===== src/rtl/i2c_bit_ctrl.sv =====
// I2C master bit engine: runs one START/STOP/WRITE/READ as four timed phases,
// driving open-drain enables and watching the filtered lines for stretch/arbitration.
module i2c_bit_ctrl #(
  parameter int PRE_W = 8
) (
  input  logic             clk,
  input  logic             rst_an,
  input  logic [PRE_W-1:0] prescale,
  input  logic [2:0]       cmd,
  input  logic             cmdValid,
  output logic             cmdReady,
  input  logic             txBit,
  input  logic             sclIn,
  input  logic             sdaIn,
  output logic             sclOe,
  output logic             sdaOe,
  output logic             rxBit,
  output logic             done,
  output logic             arbLost,
  output logic             busy
);

  localparam logic [2:0] IDLE = 3'd0, PH_A = 3'd1, PH_B = 3'd2, PH_C = 3'd3, PH_D = 3'd4;
  localparam logic [2:0] C_START = 3'd1, C_STOP = 3'd2, C_WRITE = 3'd3, C_READ = 3'd4;

  logic [2:0]       state;
  logic [2:0]       cmd_q;
  logic             tx_q;
  logic [PRE_W-1:0] pre_q;
  logic [PRE_W-1:0] cnt;

  logic accept, in_bc, stall, arb_loss;

  // {scl_pull, sda_pull} for a command in a given phase
  function automatic logic [1:0] line_lv(input logic [2:0] c, input logic tx,
                                         input logic [2:0] ph);
    logic lv_scl, lv_sda;
    lv_scl = (ph == PH_A) || (ph == PH_D && c != C_STOP);
    case (c)
      C_START: lv_sda = (ph == PH_C) || (ph == PH_D);
      C_STOP:  lv_sda = (ph == PH_A) || (ph == PH_B);
      C_WRITE: lv_sda = ~tx;
      default: lv_sda = 1'b0;
    endcase
    return {lv_scl, lv_sda};
  endfunction

  assign cmdReady = (state == IDLE);
  assign accept   = cmdValid && cmdReady && (cmd inside {[C_START:C_READ]});
  assign in_bc    = (state == PH_B) || (state == PH_C);
  // A low SCL while we release it is either a stretching slave or filter latency
  assign stall    = in_bc && !sclIn;
  assign arb_loss = in_bc && !sdaIn &&
                    ((cmd_q == C_WRITE && tx_q) || (cmd_q == C_STOP && state == PH_C));

  always_ff @(posedge clk or negedge rst_an) begin
    if (!rst_an) begin
      state   <= IDLE;
      cmd_q   <= 3'd0;
      tx_q    <= 1'b0;
      pre_q   <= '0;
      cnt     <= '0;
      sclOe   <= 1'b0;
      sdaOe   <= 1'b0;
      rxBit   <= 1'b0;
      done    <= 1'b0;
      arbLost <= 1'b0;
      busy    <= 1'b0;
    end else begin
      done    <= 1'b0;
      arbLost <= 1'b0;
      if (state == IDLE) begin
        if (accept) begin
          cmd_q            <= cmd;
          tx_q             <= txBit;
          pre_q            <= prescale;
          cnt              <= prescale;
          state            <= PH_A;
          {sclOe, sdaOe}   <= line_lv(cmd, txBit, PH_A);
        end
      end else if (arb_loss) begin
        state   <= IDLE;
        cnt     <= '0;
        sclOe   <= 1'b0;
        sdaOe   <= 1'b0;
        done    <= 1'b1;
        arbLost <= 1'b1;
        busy    <= 1'b0;
      end else if (!stall) begin
        if (cnt != '0) begin
          cnt <= cnt - 1'b1;
        end else if (state == PH_D) begin
          // Lines keep their PH_D levels while idle
          state <= IDLE;
          done  <= 1'b1;
          if (cmd_q == C_START) busy <= 1'b1;
          if (cmd_q == C_STOP)  busy <= 1'b0;
        end else begin
          if (state == PH_C && cmd_q == C_READ) rxBit <= sdaIn;
          state          <= state + 1'b1;
          cnt            <= pre_q;
          {sclOe, sdaOe} <= line_lv(cmd_q, tx_q, state + 1'b1);
        end
      end
    end
  end

endmodule


===== config.mk =====
export PLATFORM = sky130hd
export DESIGN_NAME = i2c_bit_ctrl
export DESIGN_NICKNAME = d
export VERILOG_FILES = /design/src/rtl/i2c_bit_ctrl.sv
export SDC_FILE = /design/constraint.sdc
export NUM_CORES = 1
export LEC_CHECK = 0
export BUFFER_PORTS_ARGS = -buffer_cell sky130_fd_sc_hd__buf_4
export CAP_MARGIN = 10
export CORE_ASPECT_RATIO = 1.4
export CORE_UTILIZATION = 57
export CTS_CLUSTER_DIAMETER = 30
export DETAILED_ROUTE_END_ITERATION = 10
export GPL_TIMING_DRIVEN = 0
export PLACE_DENSITY = 0.79
export SLEW_MARGIN = 20
export SYNTH_ARGS = -nofsm -noshare
export SYNTH_HDL_FRONTEND = slang
export SYNTH_SLANG_ARGS = --single-unit

===== constraint.sdc =====
create_clock -name clk -period 2.7 [get_ports clk]
set_input_delay 0.27 -clock clk [delete_from_list [all_inputs] [get_ports clk]]
set_output_delay 0.27 -clock clk [all_outputs]
set_load 0.02 [all_outputs]

==> flow_summary.json, run 1 <==
{
  "status": "complete, no violations",
  "cp.arrival_ns": 2.60,
  "fin_worst_skew_ns": 0.00396,
  "path_clk_slew_ns": 0.06,
  "synth_cells": 177,
  "place_ws_ns": 0.315,
  "rsz0062_at_grt": "no",
  "grt_overflow": 0,
  "cts-root-buf": "clkbuf_8",
  "timing.final.crit_share_pct": 90.1,
  "synth-seq-cells": 29,
  "place_inst": 237,
  "clock_power_share_pct": 14.2,
  "ant_nets": 0,
  "hold_class": "input port to flop",
  "yosys.area_share.adder_pct": 5.69,
  "io_pins": 24,
  "fin_nets": 233,
  "place_hpwl_um": 2960,
  "syn_nets": 202,
  "antenna_found_initial": 0,
  "slew_viol_final": 0,
  "start_util_pct": 60.5,
  "stdcell_count": 246,
  "pwr-share-seq_pct": 35.3,
  "drc": 0,
  "yosysWarnings": 0,
  "die_x_um": 48.9,
  "required_ns": 2.86,
  "maxCapViolCount": 0,
  "clock_path_buffers": 2,
  "cp_max_fo": 10,
  "utilization_pct": 71.1,
  "synth_xor_xnor_area_share_pct": 0.498,
  "gp_congestion": 0.854,
  "final_area_um2": 2070,
  "p_comb_share_pct": 50.5,
  "ys_seq_area_share_pct": 41.3,
  "wire_per_inst_um": 16.6,
  "relSlewSlack_pct": 64.9,
  "clk_latency_ns": 0.28,
  "die_h_um": 67.7,
  "coreArea_um2": 2910,
  "holdWs_ns": 0.232,
  "power_density_nw_per_um2": 1150,
  "synth_top_area_cell": "dfrtp_1",
  "critPathKind": "flop to flop",
  "startpoint_type": "flop",
  "vias": 1496,
  "cts_buffers": 5,
  "cts_hold_buffers": 1,
  "endpoint_kind": "flop",
  "grt_pass1_wl_um": 6660,
  "synth_simple_gate_area_share_pct": 16.2,
  "worstMarginPinSlew_ns": 0.527,
  "synthTopCellsByArea": "dfrtp_1 41%, mux2_2 9.0%, ha_1 5.7%",
  "synth_edf_count": 0,
  "setup_viol_count_final": 0,
  "drive_gt1_share_pct": 30.1,
  "cts.repair.resized": 0,
  "postCtsSetupBuffers": 0,
  "synth_ff_type": "dfrtp_1",
  "first_global_vias": 1533,
  "fill_cells": 223,
  "cts_max_level": 2,
  "drt_first_pass_iters": 4,
  "vias_per_cell": 6.08,
  "p_int_mw": 1.39,
  "p_sw_share_pct": 41.4,
  "synth_cell_types": 52,
  "synthesis.area_um2": 1760,
  "switching_power_mw": 0.984,
  "synth-compound-area-share_pct": 21.4,
  "synth_top_family_by_area": "compound AO/OA/AOI/OAI gates",
  "final_hold_viol_count": 0,
  "period_minus_slack_ns": 2.43,
  "leakage_nw": 0.945,
  "setup_tns_ns": 0,
  "antennaDiodeCount": 0,
  "total_power_mw": 2.38,
  "fmax_mhz": 411,
  "synth_common_cells": "29 x dfrtp_1, 15 x nand2_1, 14 x mux2_2",
  "grt_usage_pct": 27.2,
  "clock-sinks": 29,
  "area_delta_synth_final_pct": 17.6,
  "drt_wl_total_um": 4070,
  "yosys.area.top_type_share_pct": 41.3,
  "synth-async-reset-ratio_pct": 100,
  "setup_ws_ns": 0.268,
  "placed_area_um2": 1980,
  "avgSynthCellArea_um2": 9.93,
  "grt_max_degree": 30,
  "io_buffers": 23,
  "dieArea_um2": 3310,
  "tritoncts": "yes",
  "rows": 23,
  "synth.most_common_cell": "dfrtp_1",
  "vdd_ir_drop_max_mv": 0.703,
  "synth_mux_area_share_pct": 10.4,
  "drtIter0Drc": 61
}
-- flip-flops by register name, summed over array words and instances (netlist names) --
signal and cells:
arbLost 1, pre_q 8, busy 1, sclOe 1
tx_q 1, cnt 8, rxBit 1, sdaOe 1
state 3, cmd_q 3, done 1
-- cell families (layout without fill, tap and decap cells) --
group | after synthesis | after routing
xor+xnor | 1 | 1
flops | 29 | 29
simple gates | 54 | 54
mux | 16 | 16
buf+inv | 16 | 48
compound gates | 53 | 53
fa+ha+maj | 8 | 8
-- final cells by class --
cell class / instances / area (µm²) / area share (%)
plain buffers: 5 / 38.8 / 1.88
inverters: 11 / 41.3 / 2.00
repair buffers: 24 / 183 / 8.84
well taps: 37 / 46.3 / 2.24
multi-input cells: 132 / 952 / 46.1
clock buffers: 8 / 80.1 / 3.87
flip-flops and latches: 29 / 726 / 35.1
-- worst max-delay path, cell delays in order, from the launching register on --
cell	delay (ns)
dfrtp_1	0.44
ha_1	0.24
ha_1	0.27
mux2_4	0.31
o2111ai_2	0.19
nand2_2	0.27
o21ai_2	0.25
mux2_2	0.35
-- metal layers --
layer,up-vias,global-route usage [%],routed length [µm]
met5,-,0,0
met4,0,16.9,61
met3,7,5.18,140
met2,49,53.1,2280
met1,736,26.3,1590
li1,704,-,-
-- cells in the final DEF, fill, tap and decap left out, types with 2 or more instances in the layout --
cell,instances
a21oi_1,12
a22o_1,4
a2bb2oi_1,3
and2_1,3
buf_4,24
buf_6,2
clkbuf_1,4
clkbuf_8,5
dfrtp_1,29
ha_1,8
inv_1,10
mux2_2,14
nand2_1,15
nand3_1,2
nand4b_1,2
nor2_1,10
nor3_1,8
o21ai_0,11
o21ai_2,4
o22ai_1,2
o31a_1,2
or3_1,3
-- power groups by stage --
stage,logic (mW),clock network [mW],registers (mW)
finish,1.20,0.338,0.839
global route,1.33,0.359,0.860
global placement,1.13,0,0.822
detailed placement,1.19,0,0.838
floorplan,0.898,0,0.804
CTS,1.20,0.344,0.831
-- path summary, 6_finish.rpt --
path / startpoint / to / slack, ns / depth (start not counted)
worst max-delay path: state[0] / sdaOe / 0.27 / 7
worst min-delay path: prescale[6] / pre_q[6] / 0.23 / 2
worst max register to register: state[0] / sdaOe / 0.27 / 7
worst min register to register: pre_q[6] / pre_q[6] / 0.51 / 1
max in group asynchronous: rst_an / tx_q / 1.96 / 2
min in group asynchronous: rst_an / pre_q[7] / 0.45 / 2
Note: power is estimated with default switching activity, not from simulation.
==> run 2, diff against run 1 <==
==> constraint.sdc (replaced) <==
create_clock -name clk -period 2.7 [get_ports clk]
set_input_delay 0.27 -clock clk [delete_from_list [all_inputs] [get_ports clk]]
set_output_delay 0.27 -clock clk [all_outputs]
set_load 0.1 [all_outputs]
==> run 2 against run 1 <==
  * Non-clock buffer count unchanged
  * Cell area about the same
  * Clock power about the same
  * Largest cell class unchanged
  * Maximum frequency is 0.40% higher
  * Via count shrank 0.60%
  * Core utilization about the same
  * First-iteration DRC count up 4.9%
  * Combinational power rose by 15%
  * Sequential cell count unchanged
==> flow_summary.json, run 2 (synthesis results as in run 1) <==
{
  "ant_nets": 0,
  "hold_start": "prescale[6]",
  "io_pins": 24,
  "antenna_found_initial": 0,
  "reg2reg_to": "sdaOe",
  "reg_top3": "cnt x8, pre_q x8",
  "drc": 0,
  "r2r_cells": 7,
  "vias": 1487,
  "min_to": "pre_q[6]",
  "grt_overflow": 0,
  "fill_cells": 223,
  "relSlewSlack_pct": 70.3,
  "die_x_um": 48.9,
  "holdWs_ns": 0.231,
  "io_buffers": 23,
  "wire_per_inst_um": 16.6,
  "clk_latency_ns": 0.28,
  "grt_usage_pct": 27.2,
  "tritoncts": "yes",
  "whs_path_depth": 2,
  "cts-root-buf": "clkbuf_8",
  "gp_congestion": 0.854,
  "fmax_mhz": 413,
  "drt_first_pass_iters": 4,
  "drive_gt1_share_pct": 30.6,
  "antennaDiodeCount": 0,
  "setup_ws_ns": 0.277,
  "hold_class": "input port to flop",
  "endpoint_kind": "flop",
  "reg2reg_from": "state[0]",
  "place_ws_ns": 0.315,
  "timing.final.crit_share_pct": 89.7,
  "first_global_vias": 1533,
  "dieArea_um2": 3310,
  "cts_max_level": 2,
  "most-common-layout-cells": "29 x dfrtp_1, 24 x buf_4, 15 x nand2_1",
  "maxCapViolCount": 0,
  "multi_input_area_um2": 952,
  "setup_tns_ns": 0,
  "grt_max_degree": 30,
  "fin_worst_skew_ns": 0.00406,
  "leakage_nw": 0.948,
  "path_clk_slew_ns": 0.06,
  "postCtsSetupBuffers": 0,
  "place_hpwl_um": 2960,
  "startpoint_type": "flop",
  "final_hold_viol_count": 0,
  "die_h_um": 67.7,
  "critPathKind": "flop to flop",
  "utilization_pct": 71.2,
  "layout_commonest_cell": "dfrtp_1",
  "power_density_nw_per_um2": 1240,
  "rows": 23,
  "area_delta_synth_final_pct": 17.7,
  "drt_wl_total_um": 4070,
  "period_minus_slack_ns": 2.42,
  "clock_path_buffers": 2,
  "r2r_slack_ns": 0.28,
  "place_inst": 237,
  "grt_pass1_wl_um": 6660,
  "total_power_mw": 2.55,
  "cts_buffers": 5,
  "coreArea_um2": 2910,
  "worstMarginPinSlew_ns": 0.446,
  "status": "complete, no violations",
  "final_area_um2": 2070,
  "stdcell_count": 246,
  "clock-sinks": 29,
  "rsz0062_at_grt": "no",
  "setup_viol_count_final": 0,
  "drtIter0Drc": 64,
  "start_util_pct": 60.5,
  "vdd_ir_drop_max_mv": 0.866,
  "placed_area_um2": 1980,
  "ff_latch_area_um2": 726,
  "vias_per_cell": 6.04,
  "cp_max_fo": 10,
  "fin_nets": 233,
  "slew_viol_final": 0,
  "required_ns": 2.86,
  "cp.arrival_ns": 2.59
}
[run 2: cell counts in the layout (fill, tap and decap cells not counted)]
Identical to the previous run, type by type.
[run 2: worst max-delay path by stage]
stage                     cells after the start       end  startpoint
after floorplan                               7    cnt[0]    state[0]
after global placement                        8     rxBit      cnt[0]
after detailed placement                      8     rxBit      cnt[0]
after CTS                                     6  cmdReady    state[0]
after global routing                          7     sdaOe    state[0]
final                                         7     sdaOe    state[0]
[run 2: routing by layer]
| layer | vias to the layer above | track usage [%] | wire, µm |
|---|---|---|---|
| met5 | - | 0 | 0 |
| met4 | 0 | 16.9 | 45 |
| met1 | 727 | 26.3 | 1620 |
| met2 | 51 | 53.1 | 2270 |
| met3 | 4 | 5.18 | 138 |
| li1 | 705 | - | - |
[run 2: cell type report]
type / count / share of cell area [%]
multi-input combinational: 132 / 46.0
sequential: 29 / 35.1
timing repair buffer: 24 / 8.83
clock buffer: 8 / 3.87
tap: 37 / 2.24
inverter: 11 / 2.00
buffer: 5 / 1.94
[run 2: where the power goes]
group / internal (mW) / total, mW / switching (mW)
Combinational: 0.582 / 1.38 / 0.795
Clock: 0.183 / 0.338 / 0.156
Sequential: 0.633 / 0.840 / 0.207
[run 2: worst max-delay path, cell delays in order, from the launching register on]
cell       delay (ns)
dfrtp_1          0.44
ha_1             0.24
ha_1             0.26
mux2_4           0.30
o2111ai_2        0.19
nand2_2          0.26
o21ai_2          0.25
mux2_2           0.35
[run 2: what timing repair did]
item | 4_1_cts | 5_1_grt
endpoints found under the setup margin | 0 | 1
hold endpoints to repair | 29 | 0
hold buffers | 1 | 0
resized for setup | 0 | 2
==> run 3, diff against run 2 <==
Settings changed: ABC_AREA set to 1, CORE_UTILIZATION 57 to 58, PLACE_DENSITY 0.79 to 0.8.
==> run 3 against run 2 <==
  * Maximum frequency up 13%
  * Clock-buffer cell count down 2
  * Combinational power up 14%
  * Non-clock buffer count down 2
  * Synthesized area up 11%
  * Critical path depth down 1
  * Critical path type is now flop to output pin
  * Largest power group unchanged
==> flow_summary.json, run 3 <==
{
  "status": "complete, no violations",
  "tritoncts": "yes",
  "cts_max_level": 2,
  "synth_cells": 276,
  "period_minus_slack_ns": 2.15,
  "clock_path_buffers": 2,
  "utilization_pct": 71.7,
  "grt_overflow": 0,
  "cts.repair.resized": 0,
  "syn_nets": 301,
  "synthTopCellsByArea": "dfrtp_1 37%, nand2_1 21%, inv_1 6.9%",
  "drive_gt1_share_pct": 19.8,
  "hold_class": "input port to flop",
  "gp_congestion": 0.882,
  "total_power_mw": 2.70,
  "synthesis.area_um2": 1950,
  "synth_edf_count": 0,
  "synth-async-reset-ratio_pct": 100,
  "die_h_um": 70.6,
  "start_util_pct": 61.8,
  "timing.final.crit_share_pct": 79.7,
  "drt_wl_total_um": 4260,
  "vdd_ir_drop_max_mv": 0.956,
  "antennaDiodeCount": 0,
  "first_global_vias": 1643,
  "cp_max_fo": 10,
  "io_pins": 24,
  "synth-compound-area-share_pct": 5.46,
  "antenna_found_initial": 0,
  "critPathKind": "flop to output pin",
  "synth.most_common_cell": "nand2_1",
  "yosysWarnings": 0,
  "required_ns": 2.43,
  "synth_xor_xnor_area_share_pct": 0,
  "power_density_nw_per_um2": 1190,
  "synth-seq-cells": 29,
  "worstMarginPinSlew_ns": 0.411,
  "synth_cell_types": 28,
  "grt_max_degree": 30,
  "layout_commonest_cell": "nand2_1",
  "setup_tns_ns": 0,
  "synth_mux_area_share_pct": 2.12,
  "dieArea_um2": 3600,
  "cts_buffers": 5,
  "yosys.area.top_type_share_pct": 37.3,
  "setup_viol_count_final": 0,
  "final_hold_viol_count": 0,
  "area_delta_synth_final_pct": 16.1,
  "ant_nets": 0,
  "synth_common_cells": "108 x nand2_1, 36 x inv_1, 29 x dfrtp_1",
  "fin_worst_skew_ns": 0.00495,
  "startpoint_type": "flop",
  "io_buffers": 23,
  "setup_ws_ns": 0.548,
  "avgSynthCellArea_um2": 7.06,
  "place_ws_ns": 0.771,
  "crit_chain": "inv_1, ha_1, nand2_4, inv_1, buf_2, buf_4",
  "reg_top3": "cnt x8, pre_q x8",
  "cp_slowest_cell": "dfrtp_1",
  "fill_cells": 282,
  "place_hpwl_um": 3240,
  "slew_viol_final": 0,
  "coreArea_um2": 3150,
  "most-common-layout-cells": "108 x nand2_1, 36 x inv_1, 29 x dfrtp_1",
  "ys_seq_area_share_pct": 37.3,
  "ff_latch_area_um2": 726,
  "synth_ff_type": "dfrtp_1",
  "drt_first_pass_iters": 4,
  "grt_pass1_wl_um": 7220,
  "rows": 24,
  "rsz0062_at_grt": "no",
  "yosys.area_share.adder_pct": 5.14,
  "path_clk_slew_ns": 0.06,
  "endpoint_kind": "output pin",
  "crit_path_start": "state[0]",
  "cp.arrival_ns": 1.88,
  "slowest_delay_ns": 0.45,
  "die_x_um": 51.0,
  "relSlewSlack_pct": 72.6,
  "drc": 0,
  "leakage_nw": 1.31,
  "hold_start": "prescale[7]",
  "multi_input_area_um2": 1040,
  "clk_latency_ns": 0.29,
  "synth_top_family_by_area": "simple AND/OR/NAND/NOR gates",
  "synth_top_area_cell": "dfrtp_1",
  "vias_per_cell": 5.10,
  "clock-sinks": 29,
  "drtIter0Drc": 57,
  "fin_nets": 332,
  "crit_path_frequent_cell": "inv_1",
  "synth_simple_gate_area_share_pct": 40.8,
  "reg2reg_from": "state[0]",
  "vias": 1769,
  "wire_per_inst_um": 12.3,
  "maxCapViolCount": 0,
  "cts-root-buf": "clkbuf_8",
  "grt_usage_pct": 27.3,
  "fmax_mhz": 465
}
==> run 3: metrics by stage <==
| step | hold WS [ns] | area [µm²] | instances |
|---|---|---|---|
| 5_1_grt | 0.223 | 2260 | 347 |
| 3_3_place_gp | 0.212 | 2170 | 338 |
| 2_1_floorplan | -0.0256 | 1950 | 276 |
| 4_1_cts | 0.220 | 2260 | 347 |
| 6_report | 0.223 | 2260 | 347 |
| 3_5_place_dp | 0.216 | 2170 | 338 |
==> run 3: worst paths after layout <==
path / end / cells after the start / slack (ns)
worst max register to register: sdaOe / 10 / 0.76
worst min register to register: cnt[6] / 2 / 0.50
min in group asynchronous: pre_q[7] / 2 / 0.44
worst max-delay path: cmdReady / 6 / 0.55
max in group asynchronous: pre_q[5] / 2 / 1.99
worst min-delay path: pre_q[7] / 2 / 0.22
==> run 3: cells by family after synthesis <==
family          count (synthesis)
simple gates                  170
buf+inv                        46
flops                          29
compound gates                 20
fa+ha+maj                       8
mux                             3
==> run 3: layout make-up <==
| type | count | area share [%] |
|---|---|---|
| plain buffers | 3 | 0.608 |
| clock buffers | 6 | 3.21 |
| well taps | 39 | 2.16 |
| inverters | 43 | 7.36 |
| repair buffers | 24 | 8.08 |
| multi-input cells | 201 | 46.1 |
| clock inverters | 2 | 0.442 |
| flip-flops and latches | 29 | 32.1 |
==> run 3: critical path, delay by kind of cell (launching register included) <==
kind	cells	cell delay (ns)
flops	1	0.45
buf+inv	4	0.77
simple gates	1	0.12
fa+ha+maj	1	0.25
==> run 3: layer usage <==
metal	global-route usage, %	vias up	wire [µm]
li1	-	919	-
met4	11.4	0	76
met1	30.6	818	1740
met3	6.24	6	111
met5	0	-	0
met2	48.2	26	2330
==> run 3: power by group <==
part,switching (mW),leakage (nW),internal [mW]
clock network,0.172,0.0450,0.178
logic,1.08,0.907,0.499
registers,0.149,0.354,0.618
==> run 3: repair_timing <==
item                      in CTS  in global routing
hold buffers                   1                  0
hold endpoints to repair      29                  0
buffers inserted               0                  0
